**src/rtl/sprite_compositor_if.sv**
```systemverilog
// Video timing, sprite configuration, sprite ROM and composited pixel signals
// for the multi-sprite compositor, bundled into one interface.
interface sprite_compositor_if #(
  parameter int unsigned N_SPR      = 4,
  parameter int unsigned LOG_FRAMES = 2
);
  // Raster position and timing
  logic [10:0]                        hcount;
  logic [9:0]                         vcount;
  logic                               hsync;
  logic                               vsync;
  logic                               blank;

  // Sprite configuration, packed per channel
  logic [11*N_SPR-1:0]                spr_x;
  logic [10*N_SPR-1:0]                spr_y;
  logic [N_SPR-1:0]                   spr_en;
  logic [N_SPR-1:0]                   spr_anim;
  logic [9:0]                         wave_prof;

  // Synchronous sprite ROM, one port per channel
  logic [(LOG_FRAMES+10)*N_SPR-1:0]   rom_addr;
  logic [12*N_SPR-1:0]                rom_data;

  // Composited pixel stream
  logic [11:0]                        p_rgb;
  logic                               p_hsync;
  logic                               p_vsync;
  logic                               p_blank;
  logic                               frame_tick;

  modport master (
    output hcount, vcount, hsync, vsync, blank,
    output spr_x, spr_y, spr_en, spr_anim, wave_prof,
    output rom_data,
    input  rom_addr,
    input  p_rgb, p_hsync, p_vsync, p_blank, frame_tick
  );

  modport slave (
    input  hcount, vcount, hsync, vsync, blank,
    input  spr_x, spr_y, spr_en, spr_anim, wave_prof,
    input  rom_data,
    output rom_addr,
    output p_rgb, p_hsync, p_vsync, p_blank, frame_tick
  );
endinterface

```
**src/rtl/sprite_compositor.sv**
```systemverilog
// Multi-sprite pixel compositor: N_SPR prioritised, colour-keyed, animated
// sprites over a wave-split two-colour background, in a 2-cycle pipeline
// matched to a synchronous sprite ROM. Sprite positions are latched once per
// video frame so a frame never shows a half-updated layout.
module sprite_compositor #(
  parameter int unsigned N_SPR      = 4,
  parameter int unsigned W          = 20,
  parameter int unsigned H          = 20,
  parameter int unsigned LOG_FRAMES = 2,
  parameter int unsigned FRAME_DIV  = 8,
  parameter logic [11:0] KEY        = 12'h000,
  parameter logic [11:0] ABOVE_RGB  = 12'hFFF,
  parameter logic [11:0] BELOW_RGB  = 12'h00F
) (
  input logic                vclock,
  input logic                reset,
  sprite_compositor_if.slave bus
);

  localparam int unsigned AW   = LOG_FRAMES + 10;
  localparam int unsigned DivW = (FRAME_DIV > 1) ? $clog2(FRAME_DIV) : 1;
  localparam logic [DivW-1:0] DivLast = DivW'(FRAME_DIV - 1);

  logic                  vsync_q;
  logic                  fb;
  logic                  step;
  logic [DivW-1:0]       div_q;
  logic [LOG_FRAMES-1:0] anim_q [N_SPR];

  logic [N_SPR-1:0]      en_s;
  logic [10:0]           x_s [N_SPR];
  logic [9:0]            y_s [N_SPR];

  logic [N_SPR-1:0]      hit;
  logic [AW*N_SPR-1:0]   rom_addr_c;
  logic                  below;

  logic [N_SPR-1:0]      hit1;
  logic                  below1;
  logic                  hsync1;
  logic                  vsync1;
  logic                  blank1;

  logic [11:0]           rgb_d;
  logic [11:0]           p_rgb_q;
  logic                  p_hsync_q;
  logic                  p_vsync_q;
  logic                  p_blank_q;

  // Falling edge of vsync marks the frame boundary; gated so a boundary
  // during reset has no effect.
  assign fb   = vsync_q & ~bus.vsync & ~reset;
  assign step = fb & (div_q == DivLast);

  // Previous vsync, for frame boundary detection
  always_ff @(posedge vclock) begin
    if (reset) vsync_q <= 1'b1;
    else       vsync_q <= bus.vsync;
  end

  // Shadow copy of sprite layout, taken only at a frame boundary
  always_ff @(posedge vclock) begin
    if (reset) begin
      en_s <= '0;
      for (int i = 0; i < N_SPR; i++) begin
        x_s[i] <= '0;
        y_s[i] <= '0;
      end
    end else if (fb) begin
      en_s <= bus.spr_en;
      for (int i = 0; i < N_SPR; i++) begin
        x_s[i] <= bus.spr_x[11*i +: 11];
        y_s[i] <= bus.spr_y[10*i +: 10];
      end
    end
  end

  // Frame divider: one animation step every FRAME_DIV boundaries
  always_ff @(posedge vclock) begin
    if (reset)                  div_q <= '0;
    else if (fb && div_q == DivLast) div_q <= '0;
    else if (fb)                div_q <= div_q + 1'b1;
  end

  // Per-channel animation frame; disabled channels are pinned to frame 0
  always_ff @(posedge vclock) begin
    for (int i = 0; i < N_SPR; i++) begin
      if (reset || !bus.spr_anim[i]) anim_q[i] <= '0;
      else if (step)                 anim_q[i] <= anim_q[i] + 1'b1;
    end
  end

  assign bus.frame_tick = step;

  // Stage 0: hit test in 12 bits so edges near the limits never wrap,
  // and ROM address from the in-sprite offset
  always_comb begin
    hit        = '0;
    rom_addr_c = '0;
    for (int i = 0; i < N_SPR; i++) begin
      hit[i] = en_s[i]
             & ({1'b0, bus.hcount} >= {1'b0, x_s[i]})
             & ({1'b0, bus.hcount} <  ({1'b0, x_s[i]} + 12'(W)))
             & ({2'b0, bus.vcount} >= {2'b0, y_s[i]})
             & ({2'b0, bus.vcount} <  ({2'b0, y_s[i]} + 12'(H)));
      rom_addr_c[AW*i +: AW] = {anim_q[i],
                                5'(bus.vcount - y_s[i]),
                                5'(bus.hcount - x_s[i])};
    end
  end

  assign bus.rom_addr = rom_addr_c;
  assign below        = bus.vcount > bus.wave_prof;

  // Stage 1: hold hit mask, background side and timing while ROM reads
  always_ff @(posedge vclock) begin
    if (reset) begin
      hit1   <= '0;
      below1 <= 1'b0;
      hsync1 <= 1'b1;
      vsync1 <= 1'b1;
      blank1 <= 1'b1;
    end else begin
      hit1   <= hit;
      below1 <= below;
      hsync1 <= bus.hsync;
      vsync1 <= bus.vsync;
      blank1 <= bus.blank;
    end
  end

  // Stage 2 select: lowest opaque hitting channel wins, else background.
  // Scanning from the top down lets the lowest index overwrite last.
  always_comb begin
    rgb_d = below1 ? BELOW_RGB : ABOVE_RGB;
    for (int i = int'(N_SPR) - 1; i >= 0; i--) begin
      if (hit1[i] && (bus.rom_data[12*i +: 12] != KEY)) rgb_d = bus.rom_data[12*i +: 12];
    end
    if (blank1) rgb_d = 12'h000;
  end

  // Stage 2 output register
  always_ff @(posedge vclock) begin
    if (reset) begin
      p_rgb_q   <= 12'h000;
      p_hsync_q <= 1'b1;
      p_vsync_q <= 1'b1;
      p_blank_q <= 1'b1;
    end else begin
      p_rgb_q   <= rgb_d;
      p_hsync_q <= hsync1;
      p_vsync_q <= vsync1;
      p_blank_q <= blank1;
    end
  end

  assign bus.p_rgb   = p_rgb_q;
  assign bus.p_hsync = p_hsync_q;
  assign bus.p_vsync = p_vsync_q;
  assign bus.p_blank = p_blank_q;

endmodule

```
**src/flat_wrapper.sv**
```systemverilog
// flat-port wrapper written by rule: the top's interface ports become plain ports
module sprite_compositor_flat 
#(
  parameter int unsigned N_SPR      = 4,
  parameter int unsigned W          = 20,
  parameter int unsigned H          = 20,
  parameter int unsigned LOG_FRAMES = 2,
  parameter int unsigned FRAME_DIV  = 8,
  parameter logic [11:0] KEY        = 12'h000,
  parameter logic [11:0] ABOVE_RGB  = 12'hFFF,
  parameter logic [11:0] BELOW_RGB  = 12'h00F
)
  (vclock, reset, bus_hcount, bus_vcount, bus_hsync, bus_vsync, bus_blank, bus_spr_x, bus_spr_y, bus_spr_en, bus_spr_anim, bus_wave_prof, bus_rom_data, bus_rom_addr, bus_p_rgb, bus_p_hsync, bus_p_vsync, bus_p_blank, bus_frame_tick);
  sprite_compositor_if #(.N_SPR(N_SPR), .LOG_FRAMES(LOG_FRAMES)) bus_i ();
  input logic vclock;
  input logic reset;
  input wire logic [$bits(bus_i.hcount)-1:0] bus_hcount;
  input wire logic [$bits(bus_i.vcount)-1:0] bus_vcount;
  input wire logic [$bits(bus_i.hsync)-1:0] bus_hsync;
  input wire logic [$bits(bus_i.vsync)-1:0] bus_vsync;
  input wire logic [$bits(bus_i.blank)-1:0] bus_blank;
  input wire logic [$bits(bus_i.spr_x)-1:0] bus_spr_x;
  input wire logic [$bits(bus_i.spr_y)-1:0] bus_spr_y;
  input wire logic [$bits(bus_i.spr_en)-1:0] bus_spr_en;
  input wire logic [$bits(bus_i.spr_anim)-1:0] bus_spr_anim;
  input wire logic [$bits(bus_i.wave_prof)-1:0] bus_wave_prof;
  input wire logic [$bits(bus_i.rom_data)-1:0] bus_rom_data;
  output wire logic [$bits(bus_i.rom_addr)-1:0] bus_rom_addr;
  output wire logic [$bits(bus_i.p_rgb)-1:0] bus_p_rgb;
  output wire logic [$bits(bus_i.p_hsync)-1:0] bus_p_hsync;
  output wire logic [$bits(bus_i.p_vsync)-1:0] bus_p_vsync;
  output wire logic [$bits(bus_i.p_blank)-1:0] bus_p_blank;
  output wire logic [$bits(bus_i.frame_tick)-1:0] bus_frame_tick;
  assign bus_i.hcount = bus_hcount;
  assign bus_i.vcount = bus_vcount;
  assign bus_i.hsync = bus_hsync;
  assign bus_i.vsync = bus_vsync;
  assign bus_i.blank = bus_blank;
  assign bus_i.spr_x = bus_spr_x;
  assign bus_i.spr_y = bus_spr_y;
  assign bus_i.spr_en = bus_spr_en;
  assign bus_i.spr_anim = bus_spr_anim;
  assign bus_i.wave_prof = bus_wave_prof;
  assign bus_i.rom_data = bus_rom_data;
  assign bus_rom_addr = bus_i.rom_addr;
  assign bus_p_rgb = bus_i.p_rgb;
  assign bus_p_hsync = bus_i.p_hsync;
  assign bus_p_vsync = bus_i.p_vsync;
  assign bus_p_blank = bus_i.p_blank;
  assign bus_frame_tick = bus_i.frame_tick;
  sprite_compositor #(.N_SPR(N_SPR), .W(W), .H(H), .LOG_FRAMES(LOG_FRAMES), .FRAME_DIV(FRAME_DIV), .KEY(KEY), .ABOVE_RGB(ABOVE_RGB), .BELOW_RGB(BELOW_RGB)) u_core (.vclock(vclock), .reset(reset), .bus(bus_i));
endmodule
```
**config.mk**
```make
export PLATFORM = sky130hd
export DESIGN_NAME = sprite_compositor_flat
export DESIGN_NICKNAME = d
export VERILOG_FILES = /design/src/rtl/sprite_compositor_if.sv /design/src/rtl/sprite_compositor.sv /design/src/flat_wrapper.sv
export SDC_FILE = /design/constraint.sdc
export NUM_CORES = 1
export LEC_CHECK = 0
export ABC_AREA = 0
export BUFFER_PORTS_ARGS = -buffer_cell sky130_fd_sc_hd__buf_2
export CAP_MARGIN = 20
export CORE_MARGIN = 4
export CORE_UTILIZATION = 50
export CTS_BUF_LIST = sky130_fd_sc_hd__clkbuf_8
export CTS_CLUSTER_SIZE = 16
export DETAILED_ROUTE_END_ITERATION = 6
export GPL_ROUTABILITY_DRIVEN = 0
export PLACE_DENSITY = 0.86
export SETUP_SLACK_MARGIN = 0.2
export SLEW_MARGIN = 20
export SYNTH_ARGS = -nofsm -noshare
export SYNTH_HDL_FRONTEND = slang
export SYNTH_SLANG_ARGS = --single-unit
```
**constraint.sdc**
```tcl
create_clock -name vclock -period 4 [get_ports vclock]
set_input_delay 0.8 -clock vclock [delete_from_list [all_inputs] [get_ports vclock]]
set_output_delay 0.8 -clock vclock [all_outputs]
set_load 0.1 [all_outputs]
```
== Yosys cells after proc, flatten, opt, wreduce, memory -nomap -nowiden ==
Memory sizes are Yosys's and may differ from the RTL's.
Cells that the tools add are included.

* RAM bits: 92
* Input bits: 176
* Word-level logic and storage cells: 144
* Register bits: 30
* Memories: 3

{| class="wikitable"
|+ Memories
! name !! words !! bits a word !! rd ports !! clocked after memory_dff !! wr ports !! RTL line !! RTL
|-
| u_core.x_s || 4 || 11 || 4 || 0 || 4 || sprite_compositor.sv:31 || <nowiki>logic [10:0] x_s [N_SPR];</nowiki>
|-
| u_core.y_s || 4 || 10 || 4 || 0 || 4 || sprite_compositor.sv:32 || <nowiki>logic [9:0] y_s [N_SPR];</nowiki>
|-
| u_core.anim_q || 4 || 2 || 4 || 0 || 4 || sprite_compositor.sv:28 || <nowiki>logic [LOG_FRAMES-1:0] anim_q [N_SPR];</nowiki>
|}

* Mux-type cells: 39
* Add/sub/neg operators: 21
* Bitwise operators: 33
* Reductions and logical operators: 19
* Equality and inequality tests: 1
* Magnitude comparators: 17

{| class="wikitable"
|+ Operators with widths
! operator !! count
|-
| $mux 12 || 5
|-
| $add 11x5->12 const B || 4
|-
| $lt 11x12->1 || 4
|-
| $reduce_bool 12->1 || 4
|-
| $add 10x5->11 const B || 4
|-
| $ge 11x11->1 || 4
|-
| $lt 10x11->1 || 4
|-
| $mux 11 || 4
|-
| $ge 10x10->1 || 4
|-
| $mux 10 || 4
|-
| $sub 5x5->5 || 8
|-
| $mux 1 || 22
|-
| $and 1x1->1 || 19
|-
| $or 1x1->1 || 12
|-
| $gt 10x10->1 || 1
|-
| $add 2x1->2 const B || 4
|-
| $mux 2 || 4
|-
| $logic_and 1x1->1 || 5
|-
| $logic_not 1->1 || 4
|-
| $logic_or 1x1->1 || 4
|-
| $reduce_or 2->1 || 2
|-
| $add 3x1->3 const B || 1
|-
| $eq 3x3->1 const B || 1
|-
| $not 1->1 || 2
|}

== Depth between registers and ports, before layout ==
Gate-level depths: netlist (run 1).

* Depth in word-level cells: 8
* Depth in mapped cells: 11
* Mapped depth without buffers: 11

== Least setup slack after synthesis (run 1) ==
Ideal clock, no wire load.

* Path kind: input to output
* From: input bus_hcount[0]
* To: output bus_rom_addr[40]
* Stages on the path: 7
* Setup slack: -0.098 ns
* Data required time: 3.200 ns
* Arrival time: 3.298 ns
* Cell sequence: inv_1 ha_1 fa_1 inv_1 a21o_1 a21oi_1 xnor2_1

* Longest elaborated chain between the ends: 1

{| class="wikitable"
|+ RTL lines
! what !! RTL line !! RTL
|-
| start, declared || flat_wrapper.sv:17 || <nowiki>input wire logic [$bits(bus_i.hcount)-1:0] bus_hcount;</nowiki>
|-
| $sub 5x5->5 || sprite_compositor.sv:108 || <nowiki>5'(bus.hcount - x_s[i])};</nowiki>
|-
| end, declared || flat_wrapper.sv:28 || <nowiki>output wire logic [$bits(bus_i.rom_addr)-1:0] bus_rom_addr;</nowiki>
|}

Every way passes these cells.

== Worst setup path after layout (run 1) ==
* From: input bus_vcount[0]
* To: output bus_rom_addr[9]

* Longest elaborated chain between the ends: 1

{| class="wikitable"
|+ RTL lines
! what !! RTL line !! RTL
|-
| start, declared || flat_wrapper.sv:18 || <nowiki>input wire logic [$bits(bus_i.vcount)-1:0] bus_vcount;</nowiki>
|-
| $sub 5x5->5 || sprite_compositor.sv:107 || <nowiki>5'(bus.vcount - y_s[i]),</nowiki>
|}

Every way passes these cells.

==> run summary, run 1 <==
Synth Area in Adders -> 0.2310
hold path depth -> 1
worst path required time -> 3.20 ns
YS warnings -> 0
initial antenna violation count -> 5
cells after synthesis -> 1058
post_cts resized -> 0
Final Skew -> 0.01172 ns
Yosys top cell area share -> 0.2760
worst hold path startpoint -> u_core.hsync1
CTS tree -> done
CP delay by family, top -> adder cells
DRT iter0 DRCs -> 478
min Tclk post-route -> 3.498 ns
RSZ-0062 raised after global routing -> no
flop2flop setup slack -> 1.46 ns
WL per Instance -> 16.70 um
CTS clk-pin slew, worst paths -> 0.08 ns
max cap viols -> 0
Die Y -> 149.5 um
synthesized cell area -> 10010 um^2
Worst Hold Class -> flop to flop
n_diodes -> 0
Area Growth Syn to Fin -> 19.59%
top_reg_cell synth -> edfxtp_1
Crit-path slowest cell -> fa_1
vias per inst -> 5.490
Final Max Tran Viols -> 0
Critical Path End Type -> output port
count of cell types in the netlist -> 58
Max Fclk -> 0.2859 GHz
first-pass GRT wire length -> 41540 um
effective utilization at floorplan -> 0.5109
FF-to-FF path depth -> 10
Yosys reg bits -> 122
Final nets -> 1655
Hold Path Sink -> u_core.bus.p_hsync
critical path, cell by cell -> buf_2, inv_1, ha_1, fa_1, nand2b_1, a21oi_1, xor2_2, buf_2
Antenna Violating Nets Remaining -> 0
Synth Area in XOR/XNOR -> 0.07088
worst relative slew slack -> 0.4985
WP data arrival -> 2.70 ns
drt total wl -> 26340 um
EDFF count, synth -> 92
Crit path buffers/inverters -> 3
DRT Pass-1 Iters -> 5
Final HPWL DP -> 21240 um
core area -> 19590 um^2
die width -> 149.5 um
number of global-route vias before repair -> 9008
pin count of the biggest net entering global routing -> 92
post-synthesis sequential area ratio -> 0.3360
worst-path fanout max -> 5
fraction of layout cells with a size suffix above 1 -> 0.2317
multiplexer share of the synthesized area -> 0.002000
setup TNS -> 0 ns
Setup crit start kind -> input port
post-CTS setup buffers -> 0
Synth Area in Compound Gates -> 0.1523
P_leak -> 5.497 nW
clock sinks -> 122
hold buffers post-CTS -> 0
# port buffers -> 239
final setup fails -> 0
hold slack final -> 0.4437 ns
Total Routing Usage GR -> 0.2335
Synth Area in Simple Gates -> 0.1485
Inserted Clock Buffers -> 17
H-tree levels -> 4
r2r endpoint -> u_core.hit1[2]
Synth area leader -> edfxtp_1
mean post-synth cell area -> 9.460 um^2
DRC -> 0
total number of vias -> 8658
Worst-Skew Late Latency -> 0.45 ns
period utilisation layout -> 0.8744
row count -> 51
Syn Nets -> 1414
max incr delay on CP -> 0.44 ns
Place WS -> 0.4982 ns
Setup CP Type -> input port to output port
power per cell area -> 339.0 nW/um^2
Max VDD drop -> 0.0002151 V
CTS root buf -> clkbuf_8
Worst R2R Start -> u_core.y_s[2][2]
largest family of logic cells by synthesized area -> adder cells
Async SR Flop Fraction -> 0
crit-path most repeated cell -> buf_2
status -> finished, final reports clean
die area -> 22340 um^2
worst-margin pin slew -> 0.7522 ns
GRT overflow -> 0
setup ws final -> 0.5025 ns
Area contributors post-synth -> edfxtp_1, ha_1, xnor2_1
clk buf depth -> 2
final hold violation count -> 0
I/O Pins -> 240
## cells in the mapped netlist (5+ instances only)
cell type and n:
a2111oi_0 5, a211oi_1 11, a21o_1 26, a21oi_1 59, a31o_1 5, a31oi_1 18
and2_1 86, and3_1 5, buf_2 6, clkbuf_1 14, dfxtp_1 30, edfxtp_1 92
fa_1 8, ha_1 172, inv_1 131, nand2_1 56, nand3_1 17, nand4_1 9
nor2_1 45, nor2b_1 9, nor3_1 13, nor3b_1 5, nor4_1 17, o2111ai_1 6
o211ai_1 11, o21a_1 10, o21ai_0 49, o21ai_1 6, o221ai_1 6, or2_2 6
xnor2_1 70, xor2_1 11
## logic make-up (layout without fill, tap and decap cells)
logic type	count (synthesis)	after routing
AND/OR/NAND/NOR	280	280
AO/OA/AOI/OAI	237	237
adder cells (fa/ha/maj)	180	180
buffers and inverters	156	410
flip-flops	122	122
XOR/XNOR	81	81
multiplexers	2	2
## routing by layer
layer,up-vias,wire length (um),share of wire,GRT usage
met5,-,49,0.0019,0
met4,8,777,0.030,0.09519
met3,71,1672,0.063,0.04634
met2,298,13400,0.51,0.4321
met1,4020,10440,0.40,0.2614
li1,4261,-,-,-
## cells in the final DEF (no fill, tap or decap), types with 30 or more instances in the layout
cell type / n
inv_1: 130
ha_1: 172
nand2_1: 56
a21oi_1: 59
and2_1: 86
xnor2_1: 57
buf_2: 239
edfxtp_1: 92
dfxtp_1: 30
o21ai_0: 49
nor2_1: 45
## per-stage QoR
stage          std cells  utilization  power (mW)  instance area, um^2
6_report            1577       0.6110       4.057                11970
5_1_grt             1577       0.6110       4.260                11970
4_1_cts             1577       0.6110       4.082                11970
3_5_place_dp        1545       0.5931       3.075                11620
3_3_place_gp        1545       0.5931       3.026                11620
2_1_floorplan       1058            -       2.704                10130
## worst max-delay path by stage
stage,startpoint,depth (start not counted),end
after CTS,bus_vcount[1],7,bus_rom_addr[9]
after floorplan,bus_vcount[0],6,bus_rom_addr[20]
after detailed placement,bus_vcount[1],7,bus_rom_addr[9]
after global placement,bus_vcount[1],7,bus_rom_addr[9]
after global routing,bus_vcount[0],8,bus_rom_addr[9]
final,bus_vcount[0],8,bus_rom_addr[9]
## registers in the layout, summed over array words and instances, names as in the netlist
name	count
u_core.anim_q	8
u_core.below1	1
u_core.blank1	1
u_core.bus.p_blank	1
u_core.bus.p_hsync	1
u_core.bus.p_rgb	12
u_core.bus.p_vsync	1
u_core.div_q	3
u_core.en_s	4
u_core.hit1	4
u_core.hsync1	1
u_core.vsync_q	1
u_core.x_s	44
u_core.y_s	40
## power breakdown
group / leakage (nW) / total (mW) / switching (mW) / internal, mW
logic: 4.06 / 1.57 / 1.11 / 0.456
registers: 1.27 / 1.48 / 0.0485 / 1.43
clock network: 0.168 / 1.01 / 0.570 / 0.437
total: 5.50 / 4.06 / 1.73 / 2.33
## layout make-up
class | count | area [um^2]
multi-input combinational | 780 | 6177
sequential | 122 | 3363
inverter | 135 | 508.0
timing repair buffer | 243 | 1239
clock inverter | 15 | 116.4
tap | 265 | 331.6
fill | 1617 | 7621
clock buffer | 17 | 234.0
## worst register-to-register path, cell delays in order (launching register included)
cell	delay, ns
edfxtp_1	0.44
ha_1	0.27
o21ai_0	0.20
xnor2_1	0.14
ha_1	0.26
a21oi_1	0.17
nor3b_1	0.25
o311ai_1	0.19
nand4_1	0.14
a21oi_1	0.07
nor4b_1	0.29
Note: power is estimated with default switching activity, not from simulation.
==> inputs of run 2 (changes only) <==
--- a/config.mk
+++ b/config.mk
@@ -8,9 +8,10 @@
 export ABC_AREA = 0
 export BUFFER_PORTS_ARGS = -buffer_cell sky130_fd_sc_hd__buf_2
 export CAP_MARGIN = 20
+export CORE_ASPECT_RATIO = 0.5
 export CORE_MARGIN = 4
 export CORE_UTILIZATION = 50
-export CTS_BUF_LIST = sky130_fd_sc_hd__clkbuf_8
+export CTS_BUF_LIST = sky130_fd_sc_hd__clkbuf_2 sky130_fd_sc_hd__clkbuf_4 sky130_fd_sc_hd__clkbuf_8
 export CTS_CLUSTER_SIZE = 16
 export DETAILED_ROUTE_END_ITERATION = 6
 export GPL_ROUTABILITY_DRIVEN = 0
==> run 2 against run 1 <==
Final cell count barely moved. Worst setup slack got worse by 0.035 ns. Critical path depth did not move. Maximum frequency fell by 0.99%. Sequential share of layout area fell by 0.064 points. Hold slack got worse by 0.019 ns. Register-to-register slack improved by 0.08 ns. Critical path type unchanged. Largest cell class unchanged.
==> run summary, run 2 (synthesis gave the netlist of run 1 again) <==
CTS tree -> done (unchanged)
final hold violation count -> 0 (unchanged)
r2r endpoint -> u_core.hit1[0] (was u_core.hit1[2])
max cap viols -> 0 (unchanged)
Crit-path slowest cell -> fa_1 (unchanged)
post_cts resized -> 0 (unchanged)
setup TNS -> 0 ns (unchanged)
Area Growth Syn to Fin -> 19.86% (was 19.59%)
status -> finished, final reports clean (unchanged)
CTS clk-pin slew, worst paths -> 0.08 ns (about the same)
dpl cell area -> 11600 um^2 (was 11620 um^2)
post-CTS setup buffers -> 0 (unchanged)
worst relative slew slack -> 0.5046 (was 0.4985)
Largest register FFs -> 44 (unchanged)
P_leak -> 5.528 nW (was 5.497 nW)
Worst Hold Class -> flop to flop (unchanged)
Die Y -> 108.0 um (was 149.5 um)
met3 Use GR -> 0.04058 (was 0.04634)
worst-margin pin slew -> 0.7404 ns (was 0.7522 ns)
clock sinks -> 122 (unchanged)
Max Fclk -> 0.2831 GHz (was 0.2859 GHz)
DRC -> 0 (unchanged)
max incr delay on CP -> 0.45 ns (was 0.44 ns)
die area -> 22480 um^2 (was 22340 um^2)
hold path depth -> 1 (unchanged)
# port buffers -> 239 (unchanged)
Total Routing Usage GR -> 0.2414 (was 0.2335)
DRT iter0 DRCs -> 624 (was 478)
FF-to-FF path depth -> 7 (was 10)
power per cell area -> 351.2 nW/um^2 (was 339.0 nW/um^2)
commonest cells after routing, fill and taps aside -> buf_2, ha_1, inv_1 (unchanged)
Setup CP Type -> input port to output port (unchanged)
worst-path fanout max -> 5 (unchanged)
worst path required time -> 3.20 ns (about the same)
critical path, cell by cell -> buf_2, inv_1, ha_1, fa_1, nand2b_1, a21oi_1, xor2_2, buf_2 (unchanged)
WL per Instance -> 17.41 um (was 16.70 um)
CTS root buf -> clkbuf_8 (unchanged)
Final Skew -> 0.01663 ns (was 0.01172 ns)
Critical Path End Type -> output port (unchanged)
Worst-Skew Late Latency -> 0.43 ns (was 0.45 ns)
Hold Path Sink -> u_core.bus.p_hsync (unchanged)
die width -> 208.1 um (was 149.5 um)
final setup fails -> 0 (unchanged)
Antenna Violating Nets Remaining -> 0 (unchanged)
GRT busiest layer -> met2 (unchanged)
core area -> 19550 um^2 (was 19590 um^2)
Final HPWL DP -> 21890 um (was 21240 um)
Worst R2R Start -> u_core.x_s[0][4] (was u_core.y_s[2][2])
Final nets -> 1654 (was 1655)
initial antenna violation count -> 2 (was 5)
flop2flop setup slack -> 1.54 ns (was 1.46 ns)
pin count of the biggest net entering global routing -> 92 (unchanged)
crit-path most repeated cell -> buf_2 (unchanged)
row count -> 36 (was 51)
drt total wl -> 27480 um (was 26340 um)
clk buf depth -> 2 (unchanged)
vias per inst -> 5.583 (was 5.490)
worst hold path startpoint -> u_core.hsync1 (unchanged)
commonest non-fill, non-tap cell in the layout -> buf_2 (unchanged)
fraction of layout cells with a size suffix above 1 -> 0.2311 (was 0.2317)
I/O Pins -> 240 (unchanged)
Inserted Clock Buffers -> 17 (unchanged)
min Tclk post-route -> 3.533 ns (was 3.498 ns)
total number of vias -> 8810 (was 8658)
most flop-heavy register -> u_core.x_s (unchanged)
DRT Pass-1 Iters -> 5 (unchanged)
H-tree levels -> 4 (unchanged)
period utilisation layout -> 0.8831 (was 0.8744)
effective utilization at floorplan -> 0.5120 (was 0.5109)
Setup crit start kind -> input port (unchanged)
area of all placed cells without fillers -> 12000 um^2 (was 11970 um^2)
GRT overflow -> 0 (unchanged)
RSZ-0062 raised after global routing -> no (unchanged)
WP data arrival -> 2.73 ns (was 2.70 ns)
hold buffers post-CTS -> 0 (unchanged)
first-pass GRT wire length -> 44060 um (was 41540 um)
met2 usage -> 0.4335 (was 0.4321)
Final Max Tran Viols -> 0 (unchanged)
Max VDD drop -> 0.0002016 V (was 0.0002151 V)
number of global-route vias before repair -> 9013 (was 9008)
met1 Use GR -> 0.2987 (was 0.2614)
FILL cells -> 1643 (was 1617)
## run 2: metal layers
metal,share of wire,vias to the layer above
met5,0,-
met4,0.029,0
met3,0.058,78
met2,0.49,344
met1,0.42,4135
li1,-,4253
## run 2: report_power, final
group | total (mW) | switching, mW | leakage (nW) | internal, mW
sequential | 1.48 | 0.0487 | 1.27 | 1.44
clock | 1.13 | 0.512 | 0.209 | 0.620
combinational | 1.60 | 1.14 | 4.05 | 0.457
total | 4.21 | 1.70 | 5.53 | 2.51
## run 2: per-stage QoR
step / setup WS, ns / cells / hold slack [ns] / util / power [mW]
6_report: 0.4675 / 1578 / 0.4244 / 0.6137 / 4.213
4_1_cts: 0.4513 / 1577 / 0.4270 / 0.6135 / 4.238
3_3_place_gp: 0.4672 / 1545 / 0.3922 / 0.5934 / 3.042
2_1_floorplan: 0.2564 / 1058 / 0.3895 / - / 2.704
3_5_place_dp: 0.4676 / 1545 / 0.4081 / 0.5934 / 3.098
5_1_grt: 0.3424 / 1578 / 0.4354 / 0.6137 / 4.408
## run 2: worst max-delay path by stage
stage                              from               end
after global routing      bus_vcount[1]   bus_rom_addr[9]
after floorplan           bus_vcount[0]  bus_rom_addr[20]
after CTS                 bus_vcount[0]   bus_rom_addr[9]
after detailed placement  bus_vcount[0]   bus_rom_addr[9]
after global placement    bus_vcount[1]   bus_rom_addr[9]
final                     bus_vcount[0]   bus_rom_addr[9]
## run 2: worst max-delay path: cells and delay by family
| family | cells | cell delay [ns] |
|---|---|---|
| simple gates | 1 | 0.17 |
| fa+ha+maj | 2 | 0.71 |
| buf+inv | 3 | 0.63 |
| xor+xnor | 1 | 0.15 |
| compound gates | 1 | 0.25 |
## run 2: final cells by class
cell class	instances	area [um^2]	share of cell area
Antenna cell	1	2.502	0.0002086
Clock buffer	24	299.0	0.02493
Clock inverter	8	95.09	0.007927
Inverter	135	508.0	0.04234
Multi-Input combinational cell	780	6177	0.5149
Sequential cell	122	3363	0.2804
Tap cell	266	332.8	0.02774
Timing Repair Buffer	242	1219	0.1016
==> inputs of run 3 (changes only) <==
==> constraint.sdc (replaced) <==
create_clock -name vclock -period 4 [get_ports vclock]
set_input_delay 0.8 -clock vclock [delete_from_list [all_inputs] [get_ports vclock]]
set_output_delay 0.8 -clock vclock [all_outputs]
set_load 0.01 [all_outputs]
==> run 3 against run 2 <==
Total power decreased by 11%. Final area decreased by 0.56%. Count of clock-buffer cells in the layout is 4 lower. Flip-flop and latch count stayed put. Largest power group is now registers. Clock power increased by 11%. First-iteration DRC count up 16%. Die area is the same.
==> run summary, run 3 (synthesis gave the netlist of run 1 again) <==
DRC -> 0 (unchanged)
setup TNS -> 0 ns (unchanged)
Pwr Total -> 3.741 mW (was 4.213 mW)
FILL cells -> 1671 (was 1643)
power per cell area -> 313.6 nW/um^2 (was 351.2 nW/um^2)
clk buf depth -> 2 (unchanged)
die width -> 208.1 um (unchanged)
worst-path fanout max -> 5 (unchanged)
setup ws final -> 0.7673 ns (was 0.4675 ns)
post_cts resized -> 0 (unchanged)
Area Growth Syn to Fin -> 19.19% (was 19.86%)
total number of vias -> 8911 (was 8810)
clock sinks -> 122 (unchanged)
final hold violation count -> 0 (unchanged)
Setup CP Type -> input port to output port (unchanged)
final setup fails -> 0 (unchanged)
P_leak -> 5.484 nW (was 5.528 nW)
max cap viols -> 0 (unchanged)
commonest cells after routing, fill and taps aside -> buf_2, ha_1, inv_1 (unchanged)
status -> finished, final reports clean (unchanged)
WL per Instance -> 17.85 um (was 17.41 um)
Antenna Violating Nets Remaining -> 0 (unchanged)
core area -> 19550 um^2 (unchanged)
I/O Pins -> 240 (unchanged)
DRT iter0 DRCs -> 726 (was 624)
row count -> 36 (unchanged)
Inserted Clock Buffers -> 17 (unchanged)
CTS clk-pin slew, worst paths -> 0.07 ns (was 0.08 ns)
CTS tree -> done (unchanged)
GRT overflow -> 0 (unchanged)
Total Routing Usage GR -> 0.2420 (was 0.2414)
post-CTS setup buffers -> 0 (unchanged)
initial antenna violation count -> 0 (was 2)
Critical Path End Type -> output port (unchanged)
Place WS -> 0.7964 ns (was 0.4676 ns)
RSZ-0062 raised after global routing -> no (unchanged)
first-pass GRT wire length -> 43870 um (was 44060 um)
Final HPWL DP -> 22170 um (was 21890 um)
period utilisation layout -> 0.8082 (was 0.8831)
number of global-route vias before repair -> 8799 (was 9013)
vias per inst -> 5.651 (was 5.583)
drt total wl -> 28150 um (was 27480 um)
worst relative slew slack -> 0.5045 (was 0.5046)
Final Skew -> 0.01222 ns (was 0.01663 ns)
Final nets -> 1654 (unchanged)
Largest register FFs -> 44 (unchanged)
n_diodes -> 0 (was 1)
Max VDD drop -> 0.0002032 V (was 0.0002016 V)
Worst Hold Class -> flop to flop (unchanged)
WP data arrival -> 2.43 ns (was 2.73 ns)
die area -> 22480 um^2 (unchanged)
hold buffers post-CTS -> 0 (unchanged)
DRT Pass-1 Iters -> 5 (unchanged)
min Tclk post-route -> 3.233 ns (was 3.533 ns)
CTS root buf -> clkbuf_8 (unchanged)
pin count of the biggest net entering global routing -> 92 (unchanged)
Max Fclk -> 0.3093 GHz (was 0.2831 GHz)
Cells after DPL -> 1545 (unchanged)
worst-margin pin slew -> 0.7432 ns (was 0.7404 ns)
commonest non-fill, non-tap cell in the layout -> buf_2 (unchanged)
H-tree levels -> 4 (unchanged)
# port buffers -> 239 (unchanged)
non-filler instance count after layout -> 1577 (was 1578)
effective utilization at floorplan -> 0.5120 (unchanged)
Final Max Tran Viols -> 0 (unchanged)
fraction of layout cells with a size suffix above 1 -> 0.2189 (was 0.2311)
Worst-Skew Late Latency -> 0.43 ns (about the same)
Die Y -> 108.0 um (unchanged)
most flop-heavy register -> u_core.x_s (unchanged)
Setup crit start kind -> input port (unchanged)
worst path required time -> 3.20 ns (about the same)
-- run 3: changes by cell type in the layout (fill, tap and decap cells not counted) --
cell,delta
buf_12,+1
buf_4,-1
bufinv_16,+2
clkbuf_4,-4
clkinv_2,+1
clkinv_4,+1
clkinvlp_4,-1
diode_2,-1
inv_4,+1
xnor2_1,+13
xnor2_2,-13
xor2_1,+3
xor2_2,-3
-- run 3: routing by layer --
layer | up-vias | GRT usage | share of wire
li1 | 4248 | - | -
met1 | 4171 | 0.3108 | 0.42
met2 | 413 | 0.4260 | 0.48
met3 | 79 | 0.03594 | 0.070
met4 | 0 | 0.07963 | 0.026
met5 | - | 0 | 0
-- run 3: final timing paths --
kind | start | to | slack (ns) | depth (start not counted)
worst max-delay path | bus_vcount[0] | bus_rom_addr[9] | 0.77 | 8
worst min-delay path | u_core.hsync1 | u_core.bus.p_hsync | 0.44 | 1
worst max register to register | u_core.y_s[0][2] | u_core.hit1[0] | 1.26 | 9
worst min register to register | u_core.hsync1 | u_core.bus.p_hsync | 0.44 | 1
-- run 3: layout make-up --
class	instances	area (um^2)	share of cell area
flip-flops and latches	122	3363	0.2819
inverters	135	508.0	0.04258
well taps	266	332.8	0.02790
repair buffers	242	1231	0.1032
multi-input cells	780	6057	0.5078
clock buffers	20	269.0	0.02255
clock inverters	12	167.7	0.01406
-- run 3: worst max-delay path: stages --
cell	delay (ns)
buf_2	0.07
inv_1	0.11
ha_1	0.27
fa_1	0.41
nand2b_1	0.16
a21oi_1	0.21
xor2_1	0.22
buf_2	0.17
-- run 3: stage by stage --
step / hold WS [ns] / utilization / instance area (um^2)
2_1_floorplan: 0.3895 / - / 10010
3_3_place_gp: 0.3924 / 0.5879 / 11490
3_5_place_dp: 0.4085 / 0.5879 / 11490
4_1_cts: 0.4368 / 0.6102 / 11930
5_1_grt: 0.4398 / 0.6102 / 11930
6_report: 0.4394 / 0.6102 / 11930
-- run 3: power breakdown --
group	switching, mW	internal (mW)	leakage, nW
registers	0.0501	1.44	1.27
logic	0.565	0.442	3.98
clock network	0.531	0.717	0.231
total	1.15	2.59	5.48
